[src/rtl/mask_codec_pkg.sv]
// Shared types and sizing for the code-to-mask decoder: index width, mask width,
// frame FSM states and the distinct-bit count type.
package mask_codec_pkg;

  localparam int CODE_W = 3;
  localparam int MASK_W = 1 << CODE_W;

  typedef enum logic {
    ACCUM = 1'b0,
    HOLD  = 1'b1
  } state_t;

  typedef logic [CODE_W:0] count_t;

endpackage

[src/rtl/onehot_decoder.sv]
// Combinational CODE_W-to-MASK_W one-hot decode.
module onehot_decoder #(
  parameter int CODE_W = 3,
  parameter int MASK_W = 1 << CODE_W
) (
  input  logic [CODE_W-1:0] code,
  output logic [MASK_W-1:0] onehot
);

  // Place a single set bit at the indexed position.
  always_comb begin
    onehot = {{(MASK_W-1){1'b0}}, 1'b1} << code;
  end

endmodule

[src/rtl/mask_decoder.sv]
// Accumulates a frame of bit indices into a mask, then presents the mask with its
// distinct-bit count and a duplicate flag on a valid/ready output.
module mask_decoder #(
  parameter int CODE_W = mask_codec_pkg::CODE_W,
  parameter int MASK_W = 1 << CODE_W
) (
  input  logic              clk,
  input  logic              rst_n,
  input  logic              in_valid,
  output logic              in_ready,
  input  logic [CODE_W-1:0] in_code,
  input  logic              in_last,
  output logic              out_valid,
  input  logic              out_ready,
  output logic [MASK_W-1:0] out_mask,
  output logic [CODE_W:0]   out_count,
  output logic              out_dup
);

  import mask_codec_pkg::*;

  state_t            state_r;
  logic [MASK_W-1:0] mask_r;
  logic [CODE_W:0]   count_r;
  logic              dup_r;

  logic              accept_s;
  logic              fresh_s;
  logic [CODE_W-1:0] code_s;
  logic [MASK_W-1:0] onehot_s;
  logic [MASK_W-1:0] base_mask_s;
  logic [CODE_W:0]   base_count_s;
  logic              base_dup_s;
  logic              hit_s;

  assign out_valid = (state_r == HOLD);
  assign in_ready  = !out_valid || out_ready;
  assign accept_s  = in_valid && in_ready;

  // The code is forced to zero when not accepted so an undriven index cannot leak.
  assign code_s = accept_s ? in_code : {CODE_W{1'b0}};

  onehot_decoder #(
    .CODE_W (CODE_W),
    .MASK_W (MASK_W)
  ) u_onehot (
    .code   (code_s),
    .onehot (onehot_s)
  );

  // A beat accepted while holding coincides with the output handshake: start a fresh frame.
  always_comb begin
    case (state_r)
      ACCUM:   fresh_s = 1'b0;
      HOLD:    fresh_s = 1'b1;
      default: fresh_s = 1'b0;
    endcase
  end

  assign base_mask_s  = fresh_s ? {MASK_W{1'b0}} : mask_r;
  assign base_count_s = fresh_s ? {(CODE_W+1){1'b0}} : count_r;
  assign base_dup_s   = fresh_s ? 1'b0 : dup_r;
  assign hit_s        = |(base_mask_s & onehot_s);

  // Frame FSM together with the mask, count and duplicate registers.
  always_ff @(posedge clk or negedge rst_n) begin
    if (!rst_n) begin
      state_r <= ACCUM;
      mask_r  <= {MASK_W{1'b0}};
      count_r <= {(CODE_W+1){1'b0}};
      dup_r   <= 1'b0;
    end else if (accept_s) begin
      mask_r  <= base_mask_s | onehot_s;
      count_r <= base_count_s + {{CODE_W{1'b0}}, !hit_s};
      dup_r   <= base_dup_s | hit_s;
      state_r <= in_last ? HOLD : ACCUM;
    end else if (out_valid && out_ready) begin
      state_r <= ACCUM;
      mask_r  <= {MASK_W{1'b0}};
      count_r <= {(CODE_W+1){1'b0}};
      dup_r   <= 1'b0;
    end else begin
      state_r <= state_r;
      mask_r  <= mask_r;
      count_r <= count_r;
      dup_r   <= dup_r;
    end
  end

  assign out_mask  = mask_r;
  assign out_count = count_r;
  assign out_dup   = dup_r;

endmodule

[config.mk]
export PLATFORM = sky130hd
export DESIGN_NAME = mask_decoder
export DESIGN_NICKNAME = d
export VERILOG_FILES = /design/src/rtl/mask_codec_pkg.sv /design/src/rtl/onehot_decoder.sv /design/src/rtl/mask_decoder.sv
export SDC_FILE = /design/constraint.sdc
export NUM_CORES = 1
export LEC_CHECK = 0
export CAP_MARGIN = 5
export CORE_AREA = 2 2 47 49
export CTS_CLUSTER_DIAMETER = 80
export DETAILED_ROUTE_END_ITERATION = 8
export DIE_AREA = 0 0 49 51
export PLACE_DENSITY = 0.75
export SYNTH_ARGS = -nofsm -noshare
export SYNTH_HDL_FRONTEND = slang
export SYNTH_SLANG_ARGS = --single-unit
[constraint.sdc]
create_clock -name clk -period 2.2 [get_ports clk]
set_input_delay 0.22 -clock clk [delete_from_list [all_inputs] [get_ports clk]]
set_output_delay 0.22 -clock clk [all_outputs]
set_load 0.005 [all_outputs]
=== After elaboration in Yosys (flattened, before gate mapping) ===
Cells that the tools add are included.

* Flip-flop bits (word level): 14
* Input bits: 8
* Output and inout port bits: 15

* $add $sub $neg: 1
* Shifts and indexed selects: 1
* Multiplexer cells: 13
* Bitwise logic cells: 4
* Reduce and logical (&&, ||, !) cells: 7

{| class="wikitable"
|+ Operators by type and width
! kind !! count
|-
| $mux 8 || 3
|-
| $mux 4 || 3
|-
| $and 8x8->8 || 1
|-
| $or 8x8->8 || 1
|-
| $reduce_or 8->1 || 1
|-
| $shl 1x3->8 const A || 1
|-
| $mux 1 || 5
|-
| $add 4x1->4 || 1
|-
| $mux 3 || 1
|-
| $logic_and 1x1->1 || 2
|-
| $logic_not 1->1 || 2
|-
| $pmux 1 s2 || 1
|-
| $reduce_bool 2->1 || 1
|-
| $logic_or 1x1->1 || 1
|-
| $not 1->1 || 1
|-
| $or 1x1->1 || 1
|}

=== Logic depth before layout (Yosys ltp) ===
* Word-level depth: 10
* Mapped depth: 9
* Mapped depth without buffers: 8

=== Hierarchy ===
A second synthesis with hierarchy kept.

* Cells, all modules: 96
* Area total of the unflattened synthesis: 895.9 um^2

{| class="wikitable"
|+ By module, submodules not included
! module !! instances !! cells an instance !! area an instance (um^2)
|-
| mask_decoder || 1 || 88 || 830.8
|-
| onehot_decoder || 1 || 8 || 65.1
|}

=== Least setup slack after synthesis ===
OpenSTA, ideal clock, no wires.

* Path type: input port to flip-flop
* From: input port in_code[0]
* To: register count_r[2], in the netlist out_count[2]
* Arrival time: 1.733 ns
* Slack: 0.368 ns
* Stages: 9
* Cells stage by stage: buf_6 > nand2b_2 > o22ai_2 > mux2i_1 > a21o_1 > ha_1 > ha_1 > and4b_1 > a311oi_1

* Word-level cells in the longest chain between the ends: 7

{| class="wikitable"
|+ RTL lines
! item !! RTL line !! text
|-
| start: declaration || mask_decoder.sv:11 || <nowiki>input logic [CODE_W-1:0] in_code,</nowiki>
|-
| $mux 3 || mask_decoder.sv:41 || <nowiki>assign code_s = accept_s ? in_code : {CODE_W{1'b0}};</nowiki>
|-
| $shl 1x3->8 || onehot_decoder.sv:12 || <nowiki>onehot = {{(MASK_W-1){1'b0}}, 1'b1} << code;</nowiki>
|-
| $and 8x8->8 || mask_decoder.sv:63 || <nowiki>assign hit_s = |(base_mask_s & onehot_s);</nowiki>
|-
| $reduce_or 8->1 || mask_decoder.sv:63 ||
|-
| $logic_not 1->1 || mask_decoder.sv:74 || <nowiki>count_r <= base_count_s + {{CODE_W{1'b0}}, !hit_s};</nowiki>
|-
| $add 4x1->4 || mask_decoder.sv:74 ||
|-
| $mux 4 || mask_decoder.sv:72 || <nowiki>end else if (accept_s) begin</nowiki>
|-
| end signal: assignment || mask_decoder.sv:70 || <nowiki>count_r <= {(CODE_W+1){1'b0}};</nowiki>
|-
| end signal: assignment || mask_decoder.sv:74 ||
|-
| end signal: assignment || mask_decoder.sv:80 || <nowiki>count_r <= {(CODE_W+1){1'b0}};</nowiki>
|-
| end: declaration || mask_decoder.sv:24 || <nowiki>logic [CODE_W:0] count_r;</nowiki>
|}

Every way passes these cells.
A chain may end at the register's enable or synchronous reset.

=== Worst setup path after layout ===
* From: input port in_code[1]
* To: register count_r[2], in the netlist out_count[2]

The elaborated chain is that of the path after synthesis.

==> summary.txt <==
Global routing
  – GRT busiest layer: met2
  – GR met2 Demand/Resource: 0.304
  – First-pass GRT wire length: 3330 um
  – Antenna violations before repair: 0
  – Final global-route overflow total: 0
  – Vias in the first global route: roughly 810
  – Pin count of the biggest net entering global routing: 18
  – M1 GR Usage: 0.199
  – Total GRT Usage: 0.178
  – Global-route met3 utilization: 0.0292

Floorplan
  – Die ar.: about 2500 um2
  – Cell Rows: 17
  – Core Region: around 2100 um2
  – Initial Utilization: 0.436
  – Overall die width: a little under 50 um
  – Die Y: between 50 and 60 um
  – Ports: 23

Layout
  – ANT cells: 0
  – Filler instances: 176
  – Nets: 142
  – Area of the multi-input gates: between 400 and 500 um2
  – Layout Area Growth over Synthesis: 38.5%
  – FF/Latch Area: roughly 350 um2
  – Fin area: ~1200 um2
  – Layout cells sized above 1: 0.192

Synth
  – Mapped Nets: about 110
  – Number of flops mapped to enable cells by yosys: 0
  – Synth Flop Type: dfrtp_1
  – Area share of the largest cell type after synthesis: 0.389
  – Largest area contributor in the netlist: dfrtp_1
  – Sequential area share after synthesis: 0.389
  – Synth cell types: 35
  – FFs w/ async S/R, synth: 1.00
  – Syn_area_per_cell: 9.27 um2
  – Synthesized flop and latch total: 14
  – Ys Warns: 0
  – Synth top area cells: dfrtp_1 (39%), mux2i_1 (8.9%), a21oi_1 (5.0%)
  – Synth Instances: slightly below 100
  – Cell Area, Synth: 900 um2

Clock network
  – Post-CTS Setup Bufs: 0
  – CTS Root Cell: clkbuf_4
  – Post-CTS sizing: 0
  – H-tree levels: 1
  – CTS Hold Bufs: 0
  – Clk buf depth: 2
  – CTS clock-pin slew for the worst setup and hold paths: approximately 80 ps
  – Worst skew pair latency: 280 ps
  – Clock sinks: 14
  – CTS Buf Count: 3
  – CTS tree: done

Routing
  – Post-route ant nets: 0
  – Avg Vias per Cell: roughly 5.2
  – Vias: roughly 830
  – DRC viols: 0
  – DRT iter0 DRCs: 10
  – WL final: ~2000 um
  – Routed len/inst: around 13 um
  – DRT Pass-1 Iters: 4

Setup path
  – Reg-to-Reg Start: out_mask[2]
  – Critical path class: in -> reg
  – Worst reg2reg setup slack: roughly 270 ps
  – CP endpoint kind: flop
  – Crit path launch: in_code[1]
  – Worst endpoint required time: 2390 ps
  – Crit start category: input port
  – CP arrival: ~2200 ps
  – CP max FO: 4

Timing
  – RSZ-0062 raised after global routing: no
  – Post-route clock period utilization: 0.897
  – Setup Total Neg Slack: 0 ps
  – Worst clock skew: 4.17 ps
  – Pins over their slew limit: 0
  – Final Hold Fails: 0
  – Max frequency: ~0.5 GHz
  – Relative slew slack: 0.584
  – Setup Viol. Count Final: 0
  – Worst Tran Pin Value: slightly above 600 ps
  – Final Critical Period: between 1500 and 2000 ps

Placement
  – Port bufs: 22
  – GPL Wtd Cong: 0.776
  – Post-DP HPWL: 1480 um
  – Post-DP Area: around 1200 um2

Power and ir drop
  – Lkg Pwr: roughly 0.54 nW
  – Power per cell area: roughly 580 nW/um2
  – Peak supply drop: 0.452 mV

Status
  – Outcome: completed

Job
  – Max-Cap Viols: 0

Hold path
  – HP Class: in -> async
cell usage in the layout, fill, tap and decap left out, drive strengths merged:
master	instances
clkbuf	3
nor3b	1
buf	14
o21a	1
a311oi	1
ha	2
and4b	1
o211ai	1
a32oi	2
dlymetal6s2s	2
a21o	1
mux2	1
clkdlybuf4s50	20
o21ai	12
nor2	11
mux2i	8
a21oi	9
nor2b	4
nor3	3
a22oi	1
dfrtp	14
o22ai	1
xor2	1
nand2b	3
nand2	5
inv	3
a31oi	1
nand4	1
nand3	2
a2bb2oi	1
final timing paths:
kind,end,cells past startpoint
min,out_dup,1
max,out_count[2],9
min reg2reg,out_mask[6],1
min in group clk,out_mask[5],4
max in group asynchronous,out_count[0],1
max reg2reg,out_count[2],8
metal layers:
layer / vias to the layer above / share of wire
li1: 416 / -
met3: 5 / 0.032
met1: 388 / 0.46
met5: - / 0
met2: 16 / 0.48
met4: 0 / 0.025
cells by family after synthesis:
family | after synthesis | synth area share
mux | 9 | 0.102
xor+xnor | 1 | 0.00974
simple gates | 31 | 0.197
flops | 14 | 0.389
buf+inv | 9 | 0.0584
fa+ha+maj | 2 | 0.0278
compound gates | 31 | 0.216
synth_stat cells (2+ instances only):
library cell,instances
dfrtp_1,14
nand2_1,3
nand2_2,2
a21oi_1,9
nor3_1,2
o21ai_1,5
nor2b_1,4
nor2_1,11
ha_1,2
mux2i_1,8
o21ai_0,7
buf_2,2
buf_6,2
inv_1,3
a32oi_1,2
nand3_1,2
final cells by class:
| type | instances | area share |
|---|---|---|
| timing repair buffer | 36 | 0.265 |
| clock buffer | 3 | 0.0181 |
| inverter | 3 | 0.00904 |
| multi-input combinational | 74 | 0.399 |
| tap | 28 | 0.0281 |
| sequential | 14 | 0.281 |
metrics by stage:
step / utilization / hold WS [ps] / cells / power, mW / setup slack (ps)
after floorplan: - / -75.6 / 97 / 0.448 / 368
after global placement: 0.591 / 511 / 155 / 0.572 / -135
after detailed placement: 0.591 / 514 / 155 / 0.579 / -222
after CTS: 0.602 / 346 / 158 / 0.727 / 82.8
after global routing: 0.604 / 381 / 158 / 0.765 / 47.1
final: 0.604 / 318 / 158 / 0.717 / 226
power breakdown:
part	internal, mW	switching [mW]
registers	0.291	0.0396
clock network	0.0637	0.0816
logic	0.145	0.0967
registers in the layout (all words and copies together) (netlist names):
| name | cells |
|---|---|
| out_dup | 1 |
| out_mask | 8 |
| out_valid | 1 |
| out_count | 4 |
worst max-delay path, cell delays in order:
cell	delay, ps
clkdlybuf4s50_1	550
nand2b_2	90
o22ai_2	180
mux2i_1	100
a21o_1	180
ha_1	210
ha_1	210
and4b_1	190
a311oi_1	240
No activity file was read; power rests on OpenSTA's default activity.
